===== src/rtl/ahb3lite_host_slave.sv =====
// AHB3-lite slave that serialises each transfer into a host request frame on the TX byte FIFO
// and completes the data phase from the host's response frame. Optional: HOST_SLAVE_TIMEOUT_EN.
module ahb3lite_host_slave #(
  parameter logic [31:0] ERR_RDATA      = 32'hDEAD_BEEF,
  parameter int unsigned TIMEOUT_CYCLES = 65535
) (
  input  logic        CLK,
  input  logic        RESETn,
  input  logic        HSEL,
  input  logic [31:0] HADDR,
  input  logic [31:0] HWDATA,
  output logic [31:0] HRDATA,
  input  logic        HWRITE,
  input  logic [2:0]  HSIZE,
  input  logic [2:0]  HBURST,
  input  logic [3:0]  HPROT,
  input  logic [1:0]  HTRANS,
  input  logic        HREADY,
  output logic        HREADYOUT,
  output logic        HRESP,
  output logic        WREN,
  input  logic        WRFULL,
  output logic [7:0]  WRDATA,
  output logic        RDEN,
  input  logic        RDEMPTY,
  input  logic [7:0]  RDDATA,
  output logic [3:0]  fsm_state
);

  typedef enum logic [3:0] {
    S_IDLE    = 4'd0,
    S_TX_CMD  = 4'd1,
    S_TX_ADDR = 4'd2,
    S_TX_DATA = 4'd3,
    S_RX_STAT = 4'd4,
    S_RX_DATA = 4'd5,
    S_DONE    = 4'd6,
    S_ERR1    = 4'd7,
    S_ERR2    = 4'd8
  } state_t;

  state_t      state, state_next;
  logic [1:0]  idx_q, idx_next;
  logic        rd_pend_q;
  logic [31:0] addr_q;
  logic [31:0] wdata_q;
  logic        write_q;
  logic [2:0]  size_q;
  logic        accept;

  assign fsm_state = state;

  // A new address phase is taken only when the previous transfer is fully finished (IDLE)
  // or is completing OKAY this cycle (DONE); ERR2 deliberately refuses pipelined accepts.
  assign accept = HSEL & HREADY & HTRANS[1] & ((state == S_IDLE) | (state == S_DONE));

  logic unused_bits;
  assign unused_bits = ^{HBURST, HPROT, HTRANS[0]};

`ifdef HOST_SLAVE_TIMEOUT_EN
  logic [31:0] wait_cnt_q;
  logic        timeout_hit;

  assign timeout_hit = (state == S_RX_STAT) & ~rd_pend_q & RDEMPTY &
                       (wait_cnt_q == 32'(TIMEOUT_CYCLES - 1));

  always_ff @(posedge CLK) begin
    if (!RESETn) begin
      wait_cnt_q <= 32'd0;
    end else if (state != S_RX_STAT) begin
      wait_cnt_q <= 32'd0;
    end else if (!rd_pend_q && RDEMPTY) begin
      wait_cnt_q <= wait_cnt_q + 32'd1;
    end
  end
`else
  logic [31:0] unused_timeout;
  assign unused_timeout = 32'(TIMEOUT_CYCLES);
`endif

  // FIFO handshake: WREN pushes WRDATA only in a cycle where WRFULL=0. RDEN pops only when
  // RDEMPTY=0, RDDATA is taken the following cycle, and no new RDEN issues in that cycle.
  always_comb begin
    state_next = state;
    idx_next   = idx_q;
    HREADYOUT  = 1'b1;
    HRESP      = 1'b0;
    WREN       = 1'b0;
    WRDATA     = 8'h00;
    RDEN       = 1'b0;
    case (state)
      S_IDLE: begin
        if (accept) state_next = S_TX_CMD;
      end
      S_TX_CMD: begin
        HREADYOUT = 1'b0;
        WRDATA    = {write_q, size_q, 4'h0};
        if (!WRFULL) begin
          WREN       = 1'b1;
          idx_next   = 2'd3;
          state_next = S_TX_ADDR;
        end
      end
      S_TX_ADDR: begin
        HREADYOUT = 1'b0;
        WRDATA    = addr_q[{idx_q, 3'b000} +: 8];
        if (!WRFULL) begin
          WREN = 1'b1;
          if (idx_q == 2'd0) begin
            idx_next   = 2'd3;
            state_next = write_q ? S_TX_DATA : S_RX_STAT;
          end else begin
            idx_next = idx_q - 2'd1;
          end
        end
      end
      S_TX_DATA: begin
        HREADYOUT = 1'b0;
        WRDATA    = wdata_q[{idx_q, 3'b000} +: 8];
        if (!WRFULL) begin
          WREN = 1'b1;
          if (idx_q == 2'd0) begin
            state_next = S_RX_STAT;
          end else begin
            idx_next = idx_q - 2'd1;
          end
        end
      end
      S_RX_STAT: begin
        HREADYOUT = 1'b0;
        if (rd_pend_q) begin
          if (RDDATA != 8'h00) begin
            state_next = S_ERR1;
          end else if (write_q) begin
            state_next = S_DONE;
          end else begin
            idx_next   = 2'd3;
            state_next = S_RX_DATA;
          end
        end else if (!RDEMPTY) begin
          RDEN = 1'b1;
        end
`ifdef HOST_SLAVE_TIMEOUT_EN
        else if (timeout_hit) begin
          state_next = S_ERR1;
        end
`endif
      end
      S_RX_DATA: begin
        HREADYOUT = 1'b0;
        if (rd_pend_q) begin
          if (idx_q == 2'd0) begin
            state_next = S_DONE;
          end else begin
            idx_next = idx_q - 2'd1;
          end
        end else if (!RDEMPTY) begin
          RDEN = 1'b1;
        end
      end
      S_DONE: begin
        state_next = accept ? S_TX_CMD : S_IDLE;
      end
      S_ERR1: begin
        HREADYOUT  = 1'b0;
        HRESP      = 1'b1;
        state_next = S_ERR2;
      end
      S_ERR2: begin
        HRESP      = 1'b1;
        state_next = S_IDLE;
      end
      default: begin
        state_next = S_IDLE;
      end
    endcase
  end

  always_ff @(posedge CLK) begin
    if (!RESETn) begin
      state     <= S_IDLE;
      idx_q     <= 2'd0;
      rd_pend_q <= 1'b0;
      addr_q    <= 32'd0;
      wdata_q   <= 32'd0;
      write_q   <= 1'b0;
      size_q    <= 3'd0;
      HRDATA    <= 32'd0;
    end else begin
      state     <= state_next;
      idx_q     <= idx_next;
      rd_pend_q <= RDEN;
      if (accept) begin
        addr_q  <= HADDR;
        write_q <= HWRITE;
        size_q  <= HSIZE;
      end
      // HWDATA is stable across the whole first data-phase cycle, including WRFULL stalls.
      if (state == S_TX_CMD) wdata_q <= HWDATA;
      // Response data arrives MSB first, so shifting left assembles the word in place.
      if (state == S_RX_DATA && rd_pend_q) HRDATA <= {HRDATA[23:0], RDDATA};
      if (state == S_ERR1) HRDATA <= ERR_RDATA;
    end
  end

endmodule


===== config.mk =====
export PLATFORM = sky130hd
export DESIGN_NAME = ahb3lite_host_slave
export DESIGN_NICKNAME = d
export VERILOG_FILES = /design/src/rtl/ahb3lite_host_slave.sv
export SDC_FILE = /design/constraint.sdc
export NUM_CORES = 1
export LEC_CHECK = 0
export CORE_ASPECT_RATIO = 1.25
export CORE_MARGIN = 2
export CORE_UTILIZATION = 45
export DETAILED_ROUTE_END_ITERATION = 8
export PLACE_DENSITY_LB_ADDON = 0.3
export SYNTH_ARGS = -nofsm -noshare
export SYNTH_HDL_FRONTEND = slang
export SYNTH_SLANG_ARGS = --single-unit

===== constraint.sdc =====
create_clock -name CLK -period 2.5 [get_ports CLK]
set_input_delay 0.5 -clock CLK [delete_from_list [all_inputs] [get_ports CLK]]
set_output_delay 0.5 -clock CLK [all_outputs]
set_load 0.01 [all_outputs]

==> reports/qor.csv, run 1 <==
metric;value;unit
grt_overflow;0;
cell_internal_pwr;3.38;mW
grt_pass1_vias;4368;
cts_hold_buffers;0;
rsz0062_at_grt;yes;
swShare;0.317;
synth-edff-count;0;
rows;42;
p_leak;2.42;nW
place_hpwl;9490;µm
gp_congestion;0.880;
synth_xor_xnor_area_share;0.00183;
yosysWarnings;0;
setup_viol;0;
power_frac_seq;0.404;
synth_top_family_by_area;simple AND/OR/NAND/NOR gates;
clk_latency;0.36;ns
final_cells;852;
fp.dieH;119;µm
drtIter0Drc;290;
reg2regPathDepth;7;
diodes;0;
fin_nets;807;
grt_antenna_before_repair;0;
die_w;96.2;µm
syn_area;4780;µm²
cts_root_buf;clkbuf_16;
setup_ws;0.00354;ns
cts_buffers;9;
cts_tree;done;
avgSynthCellArea;8.11;µm²
grt_util_all_layers;0.237;
fmax;0.401;GHz
yosysSeqAreaShare;0.448;
hold_class;flop to flop;
io_pins;139;
path_clk_slew;0.07;ns
post_dp_cell_area;6280;µm²
total_power;4.95;mW
post_drt_wl_per_cell;16.0;µm
initial_core_util;0.457;
maxSlewViolCount;0;
max_cap_violations;0;
start_kind;flop;
drc_errors;0;
ant_nets;0;
yosysUniqueCellTypes;53;
layout_common_cells;159 x nand2_1, 119 x clkdlybuf4s50_1, 102 x dfxtp_1;
endpoint;WRDATA[6];
dieArea;11500;µm²
place_ws;-0.0164;ns
muxShareOfSynthArea;0.0726;
synth-compound-area-share;0.145;
core_area;10500;µm²
combPwrFrac;0.303;
drt_wl_total;13600;µm
dr.pass1.iters;5;
fin_crit;2.50;ns
power_density;739;nW/µm²
fin_worst_skew;0.00616;ns
finalCritPeriodShare;0.999;
synthCells;589;
synthArstFlopShare;0;
utilization;0.640;
dp.cells;833;
relSlewSlack;0.698;
hold_viol_final;0;
portBuffers;130;
p_clk_frac;0.294;
critPathKind;flop to output pin;
post_synth_fa_ha_maj_area_fraction;0.00262;
tightest_slew;0.453;ns
rrSetupSlack;0.58;ns
mostFrequentLayoutCell;nand2_1;
reg2reg_from;fsm_state[3]$_SDFFE_PN0P_;
grt_first_pass_wirelength;21000;µm
required;2.00;ns
h-tree-depth;3;
grt_max_degree;42;
post-route-cell-area;6700;µm²
layout-drive-gt1-share;0.129;
syn_nets;681;
power_switching;1.57;mW
clock_path_buffers;2;
path_max_fanout;3;
route.vias.total;4675;
clock_sinks;107;
synthSimpleGateAreaFrac;0.266;
ys.flop_type;dfxtp_1;
via_per_inst;5.49;
outcome;completed;
whs;0.453;ns
rr_endpoint;addr_q[12]$_SDFFE_PN0P_;
cp.arrival;2.00;ns
tns;0;ns
syn2layout_area_growth;40.2;%
critPathLaunch;fsm_state[2]$_SDFFE_PN0P_;
ys_seq_elements;107;
peakVddDrop;0.405;mV
endpoint_kind;output pin;
layer usage:
layer	wire length (µm)	GRT usage	vias to the layer above
met3	1000	0.0500	26
met5	0	0	-
met4	323	0.0821	0
met1	5350	0.297	2193
met2	6950	0.398	179
li1	-	-	2277
timing repair:
action | 4_1_cts | 5_1_grt
gates cloned | 1 | 0
gates resized for setup | 54 | 9
pin swaps | 6 | 5
buffers inserted | 2 | 0
setup endpoints to repair | 12 | 6
worst max-delay path: stages (launching register included):
cell      delay, ns
dfxtp_2        0.33
and4bb_4       0.38
buf_6          0.13
mux2_4         0.31
a221oi_4       0.23
a211oi_2       0.12
buf_2          0.16
kinds of logic (layout without fill, tap and decap cells):
kind of cell / Yosys count / after routing
flip-flops: 107 / 107
AO/OA/AOI/OAI: 116 / 116
XOR/XNOR: 1 / 1
buffers and inverters: 60 / 190
multiplexers: 23 / 23
adder cells (fa/ha/maj): 1 / 1
AND/OR/NAND/NOR: 281 / 282
Yosys cell counts (all sizes together), types with 5 or more instances:
| cell type | instances | area [µm²] |
|---|---|---|
| nand2 | 159 | 597 |
| dfxtp | 107 | 2140 |
| a21oi | 82 | 410 |
| nor3 | 51 | 267 |
| buf | 33 | 205 |
| nor2 | 30 | 113 |
| clkbuf | 18 | 67.6 |
| mux2i | 11 | 110 |
| nand3 | 10 | 50.1 |
| mux4 | 9 | 203 |
| inv | 8 | 30.0 |
| a211oi | 5 | 37.5 |
| nor2b | 5 | 31.3 |
state kept, by name (all words and copies together), names as in the netlist:
name,flops
addr_q,32
write_q,1
HRDATA,32
size_q,3
wdata_q,32
fsm_state,4
rd_pend_q,1
idx_q,2
power by group through the flow:
stage,clock network (mW),registers [mW],logic [mW]
4_1_cts,1.47,1.99,1.45
3_5_place_dp,0,2.02,1.39
6_report,1.45,2.00,1.50
2_1_floorplan,0,1.97,0.911
5_1_grt,1.54,2.01,1.64
3_3_place_gp,0,2.01,1.36
area by class of cell:
| cell class | count | area, µm² |
|---|---|---|
| Clock buffer | 12 | 246 |
| Clock inverter | 4 | 57.6 |
| Fill cell | 889 | 3760 |
| Inverter | 9 | 37.5 |
| Multi-Input combinational cell | 423 | 2430 |
| Sequential cell | 107 | 2150 |
| Tap cell | 132 | 165 |
| Timing Repair Buffer | 165 | 1610 |
worst min-delay path by stage:
| stage | slack (ns) | end | start | cells past startpoint |
|---|---|---|---|---|
| floorplan | 0.43 | wdata_q[28]$_SDFFE_PN0P_ | wdata_q[28]$_SDFFE_PN0P_ | 2 |
| global placement | 0.44 | addr_q[8]$_SDFFE_PN0P_ | addr_q[8]$_SDFFE_PN0P_ | 2 |
| detailed placement | 0.44 | wdata_q[27]$_SDFFE_PN0P_ | wdata_q[27]$_SDFFE_PN0P_ | 2 |
| CTS | 0.45 | wdata_q[2]$_SDFFE_PN0P_ | wdata_q[2]$_SDFFE_PN0P_ | 2 |
| global route | 0.47 | wdata_q[0]$_SDFFE_PN0P_ | wdata_q[0]$_SDFFE_PN0P_ | 2 |
| finish | 0.45 | wdata_q[2]$_SDFFE_PN0P_ | wdata_q[2]$_SDFFE_PN0P_ | 2 |
(Power assumes the default switching activity.)
==> run 2: changes to the inputs <==
- clock period: 2.5 -> 2.7 ns (I/O delays scaled with it)
==> reports/qor.csv, run 2 (same netlist as run 1, synthesis figures left out) <==
metric;value;unit
outcome;completed;
setup_viol;0;
tightest_slew;0.567;ns
required;2.16;ns
finalCritPeriodShare;0.979;
grt_util_all_layers;0.237;
cpMostUsedCell;buf_4;
drc_errors;0;
io_pins;139;
drtIter0Drc;249;
relSlewSlack;0.621;
grt_antenna_before_repair;0;
post_drt_wl_per_cell;15.8;µm
gp_congestion;0.832;
path_clk_slew;0.07;ns
grt_first_pass_wirelength;21200;µm
layout_common_cells;159 x nand2_1, 122 x clkdlybuf4s50_1, 106 x dfxtp_1;
rows;42;
mostFrequentLayoutCell;nand2_1;
critPathSlowestCell;and4bb_4;
fin_worst_skew;0.00646;ns
cp.arrival;2.10;ns
top_regs;HRDATA (32), addr_q (32), wdata_q (32);
multi_input_area;2370;µm²
critPathMaxStageDelay;0.40;ns
clock_path_buffers;2;
layout-drive-gt1-share;0.127;
dieArea;11500;µm²
portBuffers;130;
drt_wl_total;13500;µm
grt_max_degree;40;
clock_sinks;107;
final_cells;854;
hold_class;flop to flop;
fin_crit;2.64;ns
route.vias.total;4665;
cts_tree;done;
place_hpwl;9320;µm
maxSlewViolCount;0;
grt_pass1_vias;4379;
hold_viol_final;0;
grt_overflow;0;
cts_hold_buffers;0;
cts_root_buf;clkbuf_16;
p_leak;2.42;nW
path_cells;and4bb_4, buf_6, buf_4, buf_4, mux4_2, a22o_1, buf_2;
fillCellCount;896;
h-tree-depth;3;
path_max_fanout;7;
critPathKind;flop to output pin;
fp.dieH;119;µm
fin_nets;809;
core_area;10500;µm²
ant_nets;0;
cts_buffers;9;
dp.cells;823;
total_power;4.58;mW
endpoint_kind;output pin;
via_per_inst;5.46;
peakVddDrop;0.374;mV
power_density;689;nW/µm²
initial_core_util;0.457;
dr.pass1.iters;4;
max_cap_violations;0;
start_kind;flop;
fmax;0.378;GHz
rsz0062_at_grt;yes;
clk_latency;0.34;ns
seq_area;2140;µm²
syn2layout_area_growth;39.3;%
diodes;0;
die_w;96.2;µm
==> run 2: final cells by class <==
| class | count | share of cell area |
|---|---|---|
| multi-input combinational | 422 | 0.357 |
| sequential | 107 | 0.322 |
| timing repair buffer | 168 | 0.241 |
| clock buffer | 11 | 0.0380 |
| tap | 132 | 0.0248 |
| clock inverter | 5 | 0.0126 |
| inverter | 9 | 0.00508 |
==> run 2: layer usage <==
metal,part of all wire,vias up,GRT usage,wire length (µm)
met5,0,-,0,0
met4,0.020,0,0.0911,274
met3,0.062,23,0.0487,843
met2,0.51,152,0.401,6930
met1,0.40,2214,0.291,5440
li1,-,2276,-,-
==> run 2: worst max-delay path, delay by kind of cell, from the launching register on <==
| kind | cells | cell delay, ns |
|---|---|---|
| mux | 1 | 0.30 |
| flops | 1 | 0.31 |
| simple gates | 1 | 0.40 |
| compound gates | 1 | 0.24 |
| buf+inv | 4 | 0.51 |
==> run 2: stage by stage <==
step                      setup WS (ns)  instance area [µm²]   util  hold WS (ns)  setup TNS, ns
after floorplan                   0.544                 4780      -         0.433              0
after CTS                       0.00274                 6620  0.633         0.456              0
after detailed placement         0.0776                 6190  0.592         0.447              0
after global placement           0.0837                 6190  0.592         0.439              0
after global routing            -0.0115                 6650  0.636         0.472        -0.0115
final                            0.0558                 6650  0.636         0.455              0
==> run 2: what timing repair did <==
action | in CTS | in global routing
buffers inserted | 11 | 4
pin swaps | 5 | 8
gates cloned | 0 | 0
setup endpoints to repair | 8 | 9
resized for setup | 23 | 15
==> run 2: worst paths after layout <==
kind | cells past startpoint | start | slack (ns) | endpoint
min reg2reg | 2 | wdata_q[1]$_SDFFE_PN0P_ | 0.46 | wdata_q[1]$_SDFFE_PN0P_
max reg2reg | 7 | idx_q[0]$_SDFFE_PN0P_ | 0.70 | idx_q[1]$_SDFFE_PN0P_
max | 7 | fsm_state[2]$_SDFFE_PN0P_ | 0.06 | WRDATA[1]
min | 2 | wdata_q[1]$_SDFFE_PN0P_ | 0.46 | wdata_q[1]$_SDFFE_PN0P_
==> run 2: power by group <==
| group | switching (mW) | leakage, nW | internal, mW |
|---|---|---|---|
| combinational | 0.704 | 1.39 | 0.592 |
| sequential | 0.110 | 0.868 | 1.73 |
| clock | 0.577 | 0.164 | 0.868 |
==> run 3: changes to the inputs <==
- CELL_PAD_IN_SITES_DETAIL_PLACEMENT: unset -> 0
- CELL_PAD_IN_SITES_GLOBAL_PLACEMENT: unset -> 1
- CORE_UTILIZATION: 45 -> 34
==> reports/qor.csv, run 3 (same netlist as run 1, synthesis figures left out) <==
metric;value;unit
outcome;finished, violations left;
violations;negative setup slack;
combPwrFrac;0.298;
power_frac_seq;0.393;
required;2.16;ns
cp.arrival;2.17;ns
initial_core_util;0.347;
top_regs;HRDATA (32), addr_q (32), wdata_q (32);
clock_sinks;107;
finalCritPeriodShare;1.00;
setup_viol;1;
p_leak;2.47;nW
drc_errors;0;
start_kind;flop;
ant_nets;0;
mostFrequentLayoutCell;nand2_1;
final_cells;901;
utilization;0.493;
fmax;0.369;GHz
multi_input_area;2380;µm²
power_density;689;nW/µm²
diodes;0;
hold_class;flop to flop;
p_clk_frac;0.310;
peakVddDrop;0.377;mV
clock_path_buffers;2;
clk_latency;0.35;ns
post-route-cell-area;6780;µm²
place_ws;0.107;ns
max_cap_violations;0;
place_hpwl;10200;µm
swShare;0.312;
drtIter0Drc;282;
layout-drive-gt1-share;0.134;
via_per_inst;5.11;
critPathKind;flop to output pin;
core_area;13800;µm²
grt_pass1_vias;4517;
hold_viol_final;0;
syn2layout_area_growth;41.9;%
maxSlewViolCount;0;
die_w;110;µm
dieArea;15000;µm²
endpoint_kind;output pin;
fin_crit;2.71;ns
h-tree-depth;3;
dr.pass1.iters;7;
rrSetupSlack;0.73;ns
fin_nets;813;
relSlewSlack;0.699;
grt_util_all_layers;0.191;
gp_congestion;0.857;
dp.cells;876;
min_from;wdata_q[29]$_SDFFE_PN0P_;
post_dp_cell_area;6330;µm²
total_power;4.67;mW
grt_antenna_before_repair;0;
path_max_fanout;3;
layout_common_cells;159 x nand2_1, 122 x clkdlybuf4s50_1, 105 x dfxtp_1;
fillCellCount;1342;
reg2reg_from;fsm_state[3]$_SDFFE_PN0P_;
grt_overflow;0;
fp.dieH;137;µm
seq_area;2140;µm²
portBuffers;130;
cts_root_buf;clkbuf_16;
critPathLaunch;fsm_state[2]$_SDFFE_PN0P_;
tightest_slew;0.447;ns
cts_buffers;9;
cts_tree;done;
setup_ws;-0.00683;ns
fin_worst_skew;0.0166;ns
rows;48;
path_clk_slew;0.07;ns
grt_max_degree;57;
io_pins;139;
grt_first_pass_wirelength;22200;µm
cell_internal_pwr;3.21;mW
power_switching;1.46;mW
post_drt_wl_per_cell;15.5;µm
drt_wl_total;14000;µm
route.vias.total;4607;
rsz0062_at_grt;yes;
## run 3: cell types whose count changed in the layout (fill, tap and decap cells not counted), moves of 2 or more
cell,delta
clkbuf_2,-2
inv_6,+2
buf_4,+3
clkbuf_8,-2
## run 3: path summary, 6_finish.rpt
check	cells after the start	endpoint
setup / recovery	7	WRDATA[5]
hold / removal	2	wdata_q[29]$_SDFFE_PN0P_
setup reg to reg	7	size_q[2]$_SDFFE_PN0P_
hold reg to reg	2	wdata_q[29]$_SDFFE_PN0P_
## run 3: per-layer routing
layer  routed length (µm)  track usage  up-vias
met5                    0            0        -
met4                  126       0.0513        0
met3                  649       0.0314        9
met2                 7360        0.339      120
met1                 5870        0.235     2191
li1                     -            -     2287
## run 3: worst max-delay path, cell delays in order (launching register included)
cell and delay (ns):
dfxtp_1 0.31, and4bb_4 0.36, buf_4 0.12, buf_4 0.10
mux2_2 0.34, a221oi_2 0.26, a21oi_2 0.11, clkdlybuf4s15_2 0.23
## run 3: timing repair
| action | 4_1_cts | 5_1_grt |
|---|---|---|
| hold buffers | 0 | 0 |
| pin swaps | 3 | 3 |
| gates cloned | 0 | 0 |
| endpoints found under the setup margin | 8 | 10 |
| gates resized for setup | 26 | 15 |
| setup buffers | 8 | 1 |
## run 3: area by class of cell
| cell class | instances | area share |
|---|---|---|
| clock buffers | 9 | 0.0332 |
| flip-flops and latches | 107 | 0.316 |
| multi-input cells | 422 | 0.352 |
| inverters | 9 | 0.00499 |
| clock inverters | 7 | 0.0168 |
| repair buffers | 172 | 0.244 |
| well taps | 175 | 0.0323 |
## run 3: metrics by stage
step           setup TNS, ns  hold slack (ns)
4_1_cts               -0.418            0.456
6_report            -0.00683            0.454
3_3_place_gp               0            0.443
3_5_place_dp               0            0.446
2_1_floorplan              0            0.433
5_1_grt               -0.124            0.473
## run 3: power groups by stage
stage,Sequential [mW],Clock [mW],Combinational (mW)
2_1_floorplan,1.83,0,0.843
3_3_place_gp,1.86,0,1.32
3_5_place_dp,1.87,0,1.34
4_1_cts,1.83,1.49,1.37
5_1_grt,1.85,1.54,1.53
6_report,1.83,1.45,1.39
